**src/rtl/wb_pc_cc_unit.sv**
```systemverilog
// -----------------------------------------------------------------------------
// wb_pc_cc_unit
//
// Commit (write-back / PC / condition-code) stage of the sequential Y-86 core.
// On each effective commit strobe it writes up to two registers (dstE <- valE,
// dstM <- valM, where valM wins on a collision), loads the condition codes for
// OPq, and selects the next PC. A RUN/HALT/ERR status machine freezes all
// architectural state once the program stops. The state is cleared only by
// reset.
//
// Parameters:
//   RESET_PC    PC value after reset
//   STACK_INIT  reset value of %rsp (register 4); all other registers reset to 0
//
// Ports:
//   clk, reset_n           clock, synchronous active-low reset
//   commit                 one instruction's results are valid this cycle
//   icode, ifun            instruction code / function of the committing instr
//   rA, rB                 register IDs (4'hF = none)
//   valE, valM, valC, valP ALU result, memory data, constant, next-seq PC
//   cnd                    branch/cmov condition
//   cc_out                 new flags {OF,SF,ZF} from execute
//   mem_error              address fault reported for this instruction
//   srcA, srcB             decode read addresses
//   valA, valB             combinational read data (0 for address 4'hF)
//   cc_in                  registered flags {OF,SF,ZF}
//   pc                     registered PC
//   stat                   1=AOK 2=HLT 3=ADR 4=INS
//   retired                count of committed instructions (wraps)
//
// Build option:
//   WB_FORWARD_EN  when defined, valA/valB bypass the pending write of the
//                  current effective commit (dstM is checked before dstE).
// -----------------------------------------------------------------------------
module wb_pc_cc_unit #(
  parameter logic [63:0] RESET_PC   = 64'h0,
  parameter logic [63:0] STACK_INIT = 64'h200
) (
  input  logic        clk,
  input  logic        reset_n,
  input  logic        commit,
  input  logic [3:0]  icode,
  input  logic [3:0]  ifun,
  input  logic [3:0]  rA,
  input  logic [3:0]  rB,
  input  logic [63:0] valE,
  input  logic [63:0] valM,
  input  logic [63:0] valC,
  input  logic [63:0] valP,
  input  logic        cnd,
  input  logic [2:0]  cc_out,
  input  logic        mem_error,
  input  logic [3:0]  srcA,
  input  logic [3:0]  srcB,
  output logic [63:0] valA,
  output logic [63:0] valB,
  output logic [2:0]  cc_in,
  output logic [63:0] pc,
  output logic [2:0]  stat,
  output logic [63:0] retired
);

  localparam logic [3:0] RNONE = 4'hF;
  localparam logic [3:0] RSP   = 4'h4;

  typedef enum logic [1:0] {S_RUN, S_HALT, S_ERR} state_t;

  state_t      state_q, state_d;
  logic [2:0]  stat_q, stat_d;
  logic [63:0] pc_q, pc_d;
  logic [2:0]  cc_q, cc_d;
  logic [63:0] ret_q, ret_d;
  logic [63:0] rf_q [0:14];

  logic [3:0]  dst_e, dst_m;
  logic        we_e, we_m;

  // ifun does not influence commit behaviour (cnd already encodes it).
  logic unused_ifun;
  assign unused_ifun = ^ifun;

  // Destination decode
  always_comb begin
    dst_e = RNONE;
    dst_m = RNONE;
    case (icode)
      4'h3, 4'h6:              dst_e = rB;
      4'h2:                    dst_e = cnd ? rB : RNONE;
      4'h8, 4'h9, 4'hA, 4'hB:  dst_e = RSP;
      default:                 dst_e = RNONE;
    endcase
    if (icode == 4'h5 || icode == 4'hB) dst_m = rA;
  end

  // Status machine and next architectural state
  always_comb begin
    state_d = state_q;
    stat_d  = stat_q;
    pc_d    = pc_q;
    cc_d    = cc_q;
    ret_d   = ret_q;
    we_e    = 1'b0;
    we_m    = 1'b0;
    if (commit && state_q == S_RUN) begin
      if (mem_error) begin
        state_d = S_ERR;
        stat_d  = 3'd3;
      end else if (icode > 4'hB) begin
        state_d = S_ERR;
        stat_d  = 3'd4;
      end else if (icode == 4'h0) begin
        state_d = S_HALT;
        stat_d  = 3'd2;
        ret_d   = ret_q + 64'd1;
      end else begin
        we_e  = (dst_e != RNONE);
        we_m  = (dst_m != RNONE);
        ret_d = ret_q + 64'd1;
        if (icode == 4'h6) cc_d = cc_out;
        case (icode)
          4'h8:    pc_d = valC;
          4'h7:    pc_d = cnd ? valC : valP;
          4'h9:    pc_d = valM;
          default: pc_d = valP;
        endcase
      end
    end
  end

  always_ff @(posedge clk) begin
    if (!reset_n) begin
      state_q <= S_RUN;
      stat_q  <= 3'd1;
      pc_q    <= RESET_PC;
      cc_q    <= 3'b001;
      ret_q   <= 64'd0;
    end else begin
      state_q <= state_d;
      stat_q  <= stat_d;
      pc_q    <= pc_d;
      cc_q    <= cc_d;
      ret_q   <= ret_d;
    end
  end

  // Register file; the valM port has priority when both target one register.
  always_ff @(posedge clk) begin
    for (int i = 0; i < 15; i++) begin
      if (!reset_n) begin
        rf_q[i] <= (4'(i) == RSP) ? STACK_INIT : 64'd0;
      end else if (we_m && dst_m == 4'(i)) begin
        rf_q[i] <= valM;
      end else if (we_e && dst_e == 4'(i)) begin
        rf_q[i] <= valE;
      end
    end
  end

  // Read ports
  always_comb begin
    valA = (srcA == RNONE) ? 64'd0 : rf_q[srcA];
    valB = (srcB == RNONE) ? 64'd0 : rf_q[srcB];
`ifdef WB_FORWARD_EN
    // we_* already imply a real (non-4'hF) destination.
    if (we_m && srcA == dst_m)      valA = valM;
    else if (we_e && srcA == dst_e) valA = valE;
    if (we_m && srcB == dst_m)      valB = valM;
    else if (we_e && srcB == dst_e) valB = valE;
`endif
  end

  assign cc_in   = cc_q;
  assign pc      = pc_q;
  assign stat    = stat_q;
  assign retired = ret_q;

endmodule

```
**config.mk**
```make
export PLATFORM = sky130hd
export DESIGN_NAME = wb_pc_cc_unit
export DESIGN_NICKNAME = d
export VERILOG_FILES = /design/src/rtl/wb_pc_cc_unit.sv
export SDC_FILE = /design/constraint.sdc
export NUM_CORES = 2
export LEC_CHECK = 0
export BUFFER_PORTS_ARGS = -buffer_cell sky130_fd_sc_hd__buf_2
export CAP_MARGIN = 20
export CORE_AREA = 2 2 528 530
export DETAILED_ROUTE_END_ITERATION = 16
export DIE_AREA = 0 0 530 532
export PLACE_DENSITY = 0.36
export SLEW_MARGIN = 40
export SYNTH_ARGS = -nofsm -noshare
export SYNTH_HDL_FRONTEND = slang
export SYNTH_SLANG_ARGS = --single-unit
```
**constraint.sdc**
```tcl
create_clock -name clk -period 7.5 [get_ports clk]
set_input_delay 0.75 -clock clk [delete_from_list [all_inputs] [get_ports clk]]
set_output_delay 0.75 -clock clk [all_outputs]
set_load 0.01 [all_outputs]
```
==> metrics.md <==
| Metric | Value |
|---|---|
| Critical Path RT | between 7 and 8 ns |
| Crit path DAT | 5.20 ns |
| Sequential cell area | about 32,000 µm² |
| Routed Wire Length | 320 mm |
| CP Class | register to register |
| Combined area of the multi-input logic cells | 29,400 µm² |
| Hold buffer count at cts | 0 |
| GRT Total Usage | 0.221 |
| Post-synthesis sequential area ratio | 0.498 |
| Via density per instance | 5.69 |
| FMAX | approximately 210 MHz |
| Pwr Density | around 210 nW/µm² |
| Worst hold path class | input port to register |
| CTS max path bufs | 3 |
| DR top layer | met5 |
| # rows | 193 |
| I/O pins | 550 |
| Post-CTS sizing | 0 |
| Met3 routed WL | 25.4 mm |
| Status | finished, final reports clean |
| Distinct cells, synth | 68 |
| Met2 wire length | between 100 and 150 mm |
| Post-CTS Setup Bufs | 0 |
| Clk root buf | clkbuf_16 |
| Core area | 276,000 µm² |
| Avg Inst Size Synth | 12.8 µm² |
| Setup violators final | 0 |
| Initial core utilization | 0.230 |
| Crit share post-route | 0.636 |
| Cts bufs inserted | 141 |
| H-Tree Depth | 4 |
| Most frequent cell after synthesis | edfxtp_1 |
| Synth top cells by count | edfxtp_1, nand2_1, mux4_2 |
| Iteration-0 DRC Markers | 5,565 |
| Initial antenna violation count | 56 |
| Main combinational cell family by area after synthesis | multiplexers |
| Cell Area, Synth | 63,300 µm² |
| Yosys reg bits | 1,096 |
| Maxcap violations | 0 |
| Leak | 25.2 nW |
| Mux cell area share after synthesis | 0.204 |
| VDD IR-drop max | 245 µV |
| Fillers | 28,700 |
| Final Hold Fails | 0 |
| Worst setup SP type | register |
| Type of destination of the critical path | register |
| Post-synthesis adder-cell area fraction | 0.000198 |
| Synth top area share | 0.455 |
| Drc violations | 0 |
| Area delta synth->final | 17.7% |
| Finished layout cell area | approximately 75,000 µm² |
| Relative slew slack | 0.368 |
| Pins over their slew limit | 0 |
| Via count | 51,000 |
| Metal-1 WL | 135 mm |
| Post-DP HPWL | between 150 and 200 mm |
| Die H | about 530 µm |
| Gr ovfl total | 0 |
| Simple-gate share of the synthesized area | 0.0869 |
| Detailed Routing Iterations Pass 1 | 6 |
| Synthesized net count | roughly 5,200 |
| Synth Area in XOR/XNOR | 0.00387 |
| First-pass GRT wire length | 437 mm |
| Layout cell share with drive strength beyond 1 | 0.279 |
| Async SR Flop Fraction | 0 |
| Cell Area, Placed | 70,100 µm² |
| Layout net count | 5,425 |
| CTS sink count | 1,096 |
| Die area | 282,000 µm² |
| Compound-Gate Fraction of Synth Area | 0.162 |
| Final min period | 4.77 ns |
| Post-synth EDFFs | 960 |
| Setup TNS Final | 0 ns |
| Post-synthesis instance total | roughly 5,000 |
| CP max FO | 51 |
| Worst-Margin Slew | about 0.95 ns |
| Worst-Skew Late Latency | 0.81 ns |
| Yosys top cell by area | edfxtp_1 |
| Routed Antenna Nets | 0 |
| Vias in the first global route | 51,800 |
| Routability cong. | 0.775 |
| PnR Total Power | 15.9 mW |
| Clk_skew | between 0.02 and 0.025 ns |
| Yosys warning count | 0 |
| Die X-Extent | 530 µm |
| Ys flop type | edfxtp_1 |
| RSZ-0062 raised after global routing | false |
| CTS tree | done |
| Largest net degree at the start of global routing | 130 |
| Ranking of synthesized cells by area | edfxtp_1, mux4_2, a32o_1 |
| Clk slew on worst S/H paths | 0.06 ns |
| Port Buffer Count | 545 |
| Routed len/inst | 35.7 µm |
placed cells by master, fill, tap and decap left out, types with 22 or more instances in the layout:
cell type,instances
nand4_1,23
nand3_1,36
buf_4,85
and3_1,22
o22ai_1,447
xnor2_1,22
a2bb2o_1,63
clkbuf_1,37
o21ai_0,223
a22o_1,72
nor2b_1,130
edfxtp_1,960
buf_2,536
and2_1,120
dfxtp_1,136
nor2_1,49
buf_12,32
nand2_1,627
clkinv_1,29
a221oi_1,64
a21oi_1,98
clkbuf_16,144
mux2i_1,137
mux4_2,512
buf_6,25
a32o_1,363
routing by layer:
layer / GRT usage / vias up
met1: 0.297 / 27100
met5: 0 / -
met4: 0.0663 / 38
li1: - / 20700
met3: 0.0442 / 525
met2: 0.355 / 2640
registers in the layout (all words and copies together), names as in the netlist:
register  cells
state_q       2
stat          3
cc_in         3
pc           64
retired      64
rf_q        960
power breakdown:
| group | internal, mW | total [mW] | switching, mW |
|---|---|---|---|
| registers | 6.85 | 6.97 | 0.116 |
| clock network | 3.80 | 6.74 | 2.95 |
| logic | 0.783 | 2.20 | 1.42 |
cell type report:
type                            instances  area share
Tap cell                             3705      0.0622
Clock buffer                          190      0.0519
Multi-Input combinational cell       3191       0.394
Sequential cell                      1096       0.423
Clock inverter                         66     0.00734
Inverter                               14    0.000705
Timing Repair Buffer                  692      0.0602
Antenna cell                            9    0.000302
worst max-delay path, stage by stage (launching register included):
cell      delay, ns
dfxtp_1        0.34
or3b_4         0.44
nor3_4         0.24
buf_6          0.54
and4_4         0.83
and2_4         0.60
nand3b_1       0.62
buf_4          0.66
kinds of logic (layout without fill, tap and decap cells):
logic type / Yosys count / count (layout)
xor gates and xnor gates: 28 / 28
DFF: 1096 / 1096
buffers and inverters: 672 / 962
AOI/OAI and AO/OA: 1381 / 1381
adders and majority gates: 1 / 1
muxes: 649 / 649
other: 0 / 9
and+or+nand+nor: 1132 / 1132
metrics by stage:
stage               hold WS (ns)   util  std cells  setup WS, ns
floorplan                  0.480      -       4959         0.157
global placement           0.470  0.252       8679          2.14
detailed placement         0.472  0.254       8698          2.29
CTS                       0.0818  0.270       8954          2.77
global route               0.138  0.270       8957          2.69
finish                     0.158  0.270       8963          2.73
path summary, 6_finish.rpt:
kind	from	end	slack [ns]	cells past startpoint
worst max-delay path	state_q[1]	rf_q[7][29]	2.73	7
worst min-delay path	cc_out[0]	cc_in[0]	0.16	3
worst max register to register	state_q[1]	rf_q[7][29]	2.73	7
worst min register to register	retired[62]	retired[62]	0.48	2
Note: power is estimated with default switching activity, not from simulation.
